--- src/rtl/stepdown_pkg.sv ---
// -----------------------------------------------------------------------------
// stepdown_pkg
// Shared definitions for the stepdown converter core-state sequencer:
//   - state_t     : sequencer state encoding (also driven out on `state`)
//   - DEF_*       : default values for the W, DT_CYCLES and FAULT_HOLD params
// -----------------------------------------------------------------------------
package stepdown_pkg;

  typedef enum logic [1:0] {
    ST_OFF       = 2'd0,
    ST_SOFTSTART = 2'd1,
    ST_RUN       = 2'd2,
    ST_FAULT     = 2'd3
  } state_t;

  localparam int unsigned DEF_W          = 8;
  localparam int unsigned DEF_DT_CYCLES  = 3;
  localparam int unsigned DEF_FAULT_HOLD = 255;

endpackage

--- src/rtl/stepdown_deadtime.sv ---
// -----------------------------------------------------------------------------
// stepdown_deadtime
// Dead-time inserter between the high-side and low-side gate enables.
//   clk, rst : clock, asynchronous active-high reset
//   raw      : PWM level for the cycle that starts at the next clock edge
//   arm      : converter active in that cycle; low forces both gates off
//   hs_on    : registered high-side enable
//   ls_on    : registered low-side enable
// A gate turns on only after `raw` has held its level for DT_CYCLES edges,
// so both outputs can never be high together.
// -----------------------------------------------------------------------------
module stepdown_deadtime
  import stepdown_pkg::*;
#(
  parameter int unsigned DT_CYCLES = DEF_DT_CYCLES  // must be >= 1
) (
  input  logic clk,
  input  logic rst,
  input  logic raw,
  input  logic arm,
  output logic hs_on,
  output logic ls_on
);

  localparam int unsigned DT_W = $clog2(DT_CYCLES + 1);

  logic [DT_W-1:0] r_dt;
  logic [DT_W-1:0] w_dt_nxt;
  logic            r_raw;
  logic            r_arm;
  logic            r_hs;
  logic            r_ls;
  logic            w_reload;

  // Re-arming counts as an edge of `raw`, so the first gate pulse after
  // leaving OFF/FAULT also waits a full dead time.
  assign w_reload = !arm || !r_arm || (raw != r_raw);

  // NOTE: every variable assigned in always_comb gets a value on every path
  // (default first), otherwise synthesis infers a latch.
  always_comb begin
    w_dt_nxt = '0;
    if (w_reload) begin
      w_dt_nxt = DT_W'(DT_CYCLES);
    end else if (r_dt != '0) begin
      w_dt_nxt = r_dt - DT_W'(1);
    end
  end

  // NOTE: sequential state uses non-blocking assignments only, so every
  // register samples the pre-edge values regardless of statement order.
  always_ff @(posedge clk or posedge rst) begin
    if (rst) begin
      r_dt  <= '0;
      r_raw <= 1'b0;
      r_arm <= 1'b0;
      r_hs  <= 1'b0;
      r_ls  <= 1'b0;
    end else begin
      r_dt  <= w_dt_nxt;
      r_raw <= raw;
      r_arm <= arm;
      r_hs  <= arm &&  raw && (w_dt_nxt == '0);
      r_ls  <= arm && !raw && (w_dt_nxt == '0);
    end
  end

  assign hs_on = r_hs;
  assign ls_on = r_ls;

endmodule

--- src/rtl/stepdown_core_state_ctrl.sv ---
// -----------------------------------------------------------------------------
// stepdown_core_state_ctrl
// Core-state sequencer for the stepdown converter: fixed-frequency PWM,
// soft-start duty ramp, dead time, overcurrent/undervoltage shutdown.
//   clk, rst          : clock, asynchronous active-high reset
//   CELV, CELG, SUB   : supply/ground/substrate pass-through, no function
//   en                : converter enable
//   uvlo, ocp         : undervoltage / overcurrent, synchronous levels
//   period            : PWM period in cycles (values < 2 act as 2)
//   duty_tgt          : target high-side on-count per period
//   hs_on, ls_on      : registered gate enables
//   state             : OFF=0, SOFTSTART=1, RUN=2, FAULT=3
//   pgood             : high while in RUN
// -----------------------------------------------------------------------------
module stepdown_core_state_ctrl
  import stepdown_pkg::*;
#(
  parameter int unsigned W          = DEF_W,
  parameter int unsigned DT_CYCLES  = DEF_DT_CYCLES,   // must be >= 1
  parameter int unsigned FAULT_HOLD = DEF_FAULT_HOLD   // must be >= 1
) (
  input  logic         clk,
  input  logic         rst,
  input  logic         CELV,
  input  logic         CELG,
  input  logic         SUB,
  input  logic         en,
  input  logic         uvlo,
  input  logic         ocp,
  input  logic [W-1:0] period,
  input  logic [W-1:0] duty_tgt,
  output logic         hs_on,
  output logic         ls_on,
  output logic [1:0]   state,
  output logic         pgood
);

  localparam int unsigned       HOLD_W    = (FAULT_HOLD > 1) ? $clog2(FAULT_HOLD) : 1;
  localparam logic [HOLD_W-1:0] HOLD_LAST = HOLD_W'(FAULT_HOLD - 1);

  state_t            r_state;
  state_t            w_state_nxt;
  logic [W-1:0]      r_cnt;
  logic [W-1:0]      w_cnt_nxt;
  logic [W-1:0]      r_d;
  logic [W-1:0]      w_d_nxt;
  logic [W-1:0]      w_d_inc;
  logic [W-1:0]      w_p;
  logic [W-1:0]      w_p_m1;
  logic [W-1:0]      w_d_eff;
  logic [HOLD_W-1:0] r_hold;
  logic [HOLD_W-1:0] w_hold_nxt;
  logic              w_wrap;
  logic              w_arm_nxt;
  logic              w_raw_nxt;
  logic              w_unused_pins;

  // Power pins exist only for the schematic generator.
  assign w_unused_pins = ^{CELV, CELG, SUB};

  assign w_p     = (period < W'(2)) ? W'(2) : period;
  assign w_p_m1  = w_p - W'(1);
  // >= rather than == keeps the counter bounded if the period shrinks mid-run.
  assign w_wrap  = (r_cnt >= w_p_m1);
  assign w_d_inc = r_d + W'(1);

  // Next-state logic. Leaving SOFTSTART/RUN falls through to the zero
  // defaults, which clears both the period counter and the duty.
  always_comb begin
    w_state_nxt = r_state;
    w_cnt_nxt   = '0;
    w_d_nxt     = '0;
    w_hold_nxt  = '0;
    unique case (r_state)
      ST_OFF: begin
        if (en && !uvlo) w_state_nxt = ST_SOFTSTART;
      end
      ST_SOFTSTART, ST_RUN: begin
        if (uvlo) begin
          w_state_nxt = ST_OFF;
        end else if (ocp) begin
          w_state_nxt = ST_FAULT;
        end else if (!en) begin
          w_state_nxt = ST_OFF;
        end else begin
          w_cnt_nxt = w_wrap ? '0 : r_cnt + W'(1);
          w_d_nxt   = r_d;
          if (w_wrap) begin
            if (r_state == ST_RUN) begin
              w_d_nxt = duty_tgt;
            end else if (w_d_inc >= duty_tgt) begin
              w_d_nxt     = duty_tgt;
              w_state_nxt = ST_RUN;
            end else begin
              w_d_nxt = w_d_inc;
            end
          end
        end
      end
      ST_FAULT: begin
        if (uvlo) begin
          w_state_nxt = ST_OFF;
        end else if (r_hold == HOLD_LAST) begin
          w_state_nxt = (en && !ocp) ? ST_SOFTSTART : ST_OFF;
        end else begin
          w_hold_nxt = r_hold + HOLD_W'(1);
        end
      end
      default: w_state_nxt = ST_OFF;
    endcase
  end

  // The dead-time block registers its outputs, so it is fed the PWM level and
  // arm for the coming cycle; a shutdown then drops both gates on the very
  // edge that changes state.
  always_comb begin
    w_arm_nxt = (w_state_nxt == ST_SOFTSTART) || (w_state_nxt == ST_RUN);
    // Clamp keeps at least one low-side count per period.
    w_d_eff   = (w_d_nxt > w_p_m1) ? w_p_m1 : w_d_nxt;
    w_raw_nxt = (w_cnt_nxt < w_d_eff);
  end

  always_ff @(posedge clk or posedge rst) begin
    if (rst) begin
      r_state <= ST_OFF;
      r_cnt   <= '0;
      r_d     <= '0;
      r_hold  <= '0;
    end else begin
      r_state <= w_state_nxt;
      r_cnt   <= w_cnt_nxt;
      r_d     <= w_d_nxt;
      r_hold  <= w_hold_nxt;
    end
  end

  stepdown_deadtime #(
    .DT_CYCLES(DT_CYCLES)
  ) u_deadtime (
    .clk  (clk),
    .rst  (rst),
    .raw  (w_raw_nxt),
    .arm  (w_arm_nxt),
    .hs_on(hs_on),
    .ls_on(ls_on)
  );

  assign state = r_state;
  assign pgood = (r_state == ST_RUN);

endmodule

--- config.mk ---
export PLATFORM = sky130hd
export DESIGN_NAME = stepdown_core_state_ctrl
export DESIGN_NICKNAME = d
export VERILOG_FILES = /design/src/rtl/stepdown_pkg.sv /design/src/rtl/stepdown_deadtime.sv /design/src/rtl/stepdown_core_state_ctrl.sv
export SDC_FILE = /design/constraint.sdc
export NUM_CORES = 1
export LEC_CHECK = 0
export CORE_MARGIN = 2
export CORE_UTILIZATION = 60
export CTS_CLUSTER_DIAMETER = 60
export DETAILED_ROUTE_END_ITERATION = 8
export GPL_TIMING_DRIVEN = 1
export PLACE_DENSITY = 0.89
export SLEW_MARGIN = 20
export SYNTH_ARGS = -nofsm -noshare
export SYNTH_HDL_FRONTEND = slang
export SYNTH_SLANG_ARGS = --single-unit
export TNS_END_PERCENT = 100
--- constraint.sdc ---
create_clock -name clk -period 12.6 [get_ports clk]
set_clock_uncertainty 0.05 [all_clocks]
set_input_delay 1.26 -clock clk [delete_from_list [all_inputs] [get_ports clk]]
set_output_delay 1.26 -clock clk [all_outputs]
set_load 0.03 [all_outputs]
==> metrics.txt <==
Port Buffers 25; most used cell, CP a21oi_1; run status finished clean; area grow syn2layout 14.50%; Clock Latency Late Sink 0.29 ns; period utilization 73.16%; CP Capture Type flop; Clock Tree Buf Depth 2; asr flop ratio synth 100.0%; share of layout cells above drive strength 1 7.799%; Worst VDD drop 0.00005333 V; die area 5329 sq um; H-Tree Depth 2; crit-path max FO 20; met1 wire length 2838 um; Fin Setup TNS 0 ns; Overall Global Routing Usage 25.56%; # resized after CTS 0; routed wl met2 3149 um; largest net degree at the start of global routing 33; min Tclk post-route roughly 9.2 ns; vias per cell 6.000; DRC 0; chip width 73 um; top_reg_cell synth dfrtp_1; dpl hpwl 4941 um; Top Metal Used met4; Pins Over Slew Limit 0; CP peak stage delay 0.79 ns; RSZ-0062 raised after global routing no; hold buffers post-CTS 0; Worst EP arrival 9.36 ns; Slew headroom about a third; P_leak between 1.5 and 2 nW; fmax around 110 MHz; first-pass GRT wire length 10770 um; Synth Area per Inst 8.682 sq um; drt total wl around 6300 um; Post-synth EDFFs 0; Worst Max-Slew Pin Slew 0.9592 ns; CP Launch Type primary input; worst hold path class flop to flop; clk slew on worst S/H paths 0.07 ns; post-route ant nets 0; routability cong. 0.8520; initial antenna violation count 0; CTS tree built; Hold Vio Cnt, Final 0; post-synthesis register bit count 32; antenna cells 0; Site Rows 25; Pre-antenna DRT Iters 4; layout filler cell count 345; worst hold slack 0.4771 ns; synthesized instance count 329; Final Setup Violations 0; Layout Utilization 70.17%; I/O Pins 29; critical path required time 12.75 ns; Crit Path Class primary input to flop; routed via count about 2500; met3 routed WL 224 um; Initial Util 61.29%; PwrDens between 100 and 150 nW/um^2; post-synthesis cell area around 2900 sq um; vias in the first global route 2427; register area share after synthesis 28.03%; area of the core between 4000 and 5000 sq um; Iter 0 DRT Violations 202; Root Driver clkbuf_8; Ys Warns 0; Yosys cell types 57; Wirelength per Cell 15.29 um; clock buffer count from CTS 5; Slowest cell on crit path o41ai_1; maxcap violations 0; total gr overflow 0; Syn Nets about 390; clock sink count 32; Net count, final 418; Die Ht 73 um; postcts setup bufs 0
-- placed cells by master, fill, tap and decap left out, types with 6 or more instances in the layout --
cell type	instances
nor2_1	38
ha_1	36
dfrtp_1	32
clkdlybuf4s50_1	25
nand2_1	23
a21oi_1	22
inv_1	21
nand3_1	17
xor2_1	13
nor3_1	12
o21ai_0	10
mux2i_1	10
xnor2_1	8
a21o_1	6
and3_1	6
-- worst paths after layout --
| kind | end | depth (start not counted) | start | slack [ns] |
|---|---|---|---|---|
| setup / recovery | u_deadtime.hs_on | 33 | period[4] | 3.38 |
| max in group asynchronous | r_d[4] | 3 | rst | 10.91 |
| hold reg to reg | u_deadtime.hs_on | 1 | u_deadtime.r_dt[1] | 0.48 |
| min in group asynchronous | r_hold[3] | 3 | rst | 1.30 |
| hold / removal | u_deadtime.hs_on | 1 | u_deadtime.r_dt[1] | 0.48 |
| setup reg to reg | u_deadtime.hs_on | 32 | r_d[0] | 5.91 |
-- cell usage after synthesis, types with 3 or more instances --
cell / n / share of area (%)
a211oi_1: 3 / 0.79
a21o_1: 6 / 1.6
a21oi_1: 22 / 3.9
and3_1: 6 / 1.3
clkbuf_1: 3 / 0.39
dfrtp_1: 32 / 28
ha_1: 36 / 16
inv_1: 21 / 2.8
mux2i_1: 10 / 3.5
nand2_1: 23 / 3.0
nand2b_1: 5 / 1.1
nand3_1: 17 / 3.0
nand4_1: 5 / 1.1
nor2_1: 38 / 5.0
nor2b_1: 4 / 0.88
nor3_1: 12 / 2.1
o21ai_0: 10 / 1.8
o21ai_1: 3 / 0.53
o31a_1: 3 / 0.92
or3_1: 5 / 1.1
xnor2_1: 8 / 2.5
xor2_1: 13 / 4.0
-- area by class of cell --
type                            count  area [sq um]  area share, %
Multi-Input combinational cell    270          1947          59.53
Sequential cell                    32         800.8          24.48
Timing Repair Buffer               26         257.7          7.881
Clock inverter                      3         42.54          1.301
Clock buffer                        5         68.82          2.104
Tap cell                           54         67.56          2.066
Inverter                           23         86.33          2.640
-- state kept, by name (all words and copies together), names as in the netlist --
name              cells
r_cnt                 8
r_d                   8
r_hold                8
state                 2
u_deadtime.r_dt       2
u_deadtime.hs_on      1
u_deadtime.ls_on      1
u_deadtime.r_arm      1
u_deadtime.r_raw      1
-- routing by layer --
metal  GRT usage, %  vias to the layer above
met5              0                        -
met4          7.613                        0
met3          4.282                       11
met2          45.35                       46
met1          31.54                     1173
li1               -                     1248
-- cells by family after synthesis --
group	Yosys count	share of synthesized area (%)
compound gates	65	15.68
xor+xnor	21	6.439
fa+ha+maj	37	16.16
buf+inv	27	3.811
flops	32	28.03
mux	14	5.607
simple gates	133	24.27
-- critical path, delay by kind of cell --
kind,cells,cell delay [ns]
buffers and inverters,1,0.54
and+or+nand+nor,11,2.10
AOI/OAI and AO/OA,13,3.06
muxes,2,0.69
xor gates and xnor gates,1,0.21
adders and majority gates,5,1.51
-- report_power, final --
group	switching [W]	internal [W]	leakage [nW]
Sequential	0.00000907	0.000110	0.434
Clock	0.0000410	0.0000585	0.0541
Combinational	0.0000733	0.0000530	1.04
-- through the flow --
step	instances	setup WS [ns]	power, W	cell area [sq um]
final	413	3.382	0.0003447	3271
after global routing	413	2.895	0.0003659	3271
after CTS	413	3.549	0.0003453	3271
after detailed placement	405	3.261	0.0002456	3159
after global placement	405	3.626	0.0002399	3159
after floorplan	329	5.009	0.0002098	2856
(Power assumes the default switching activity.)
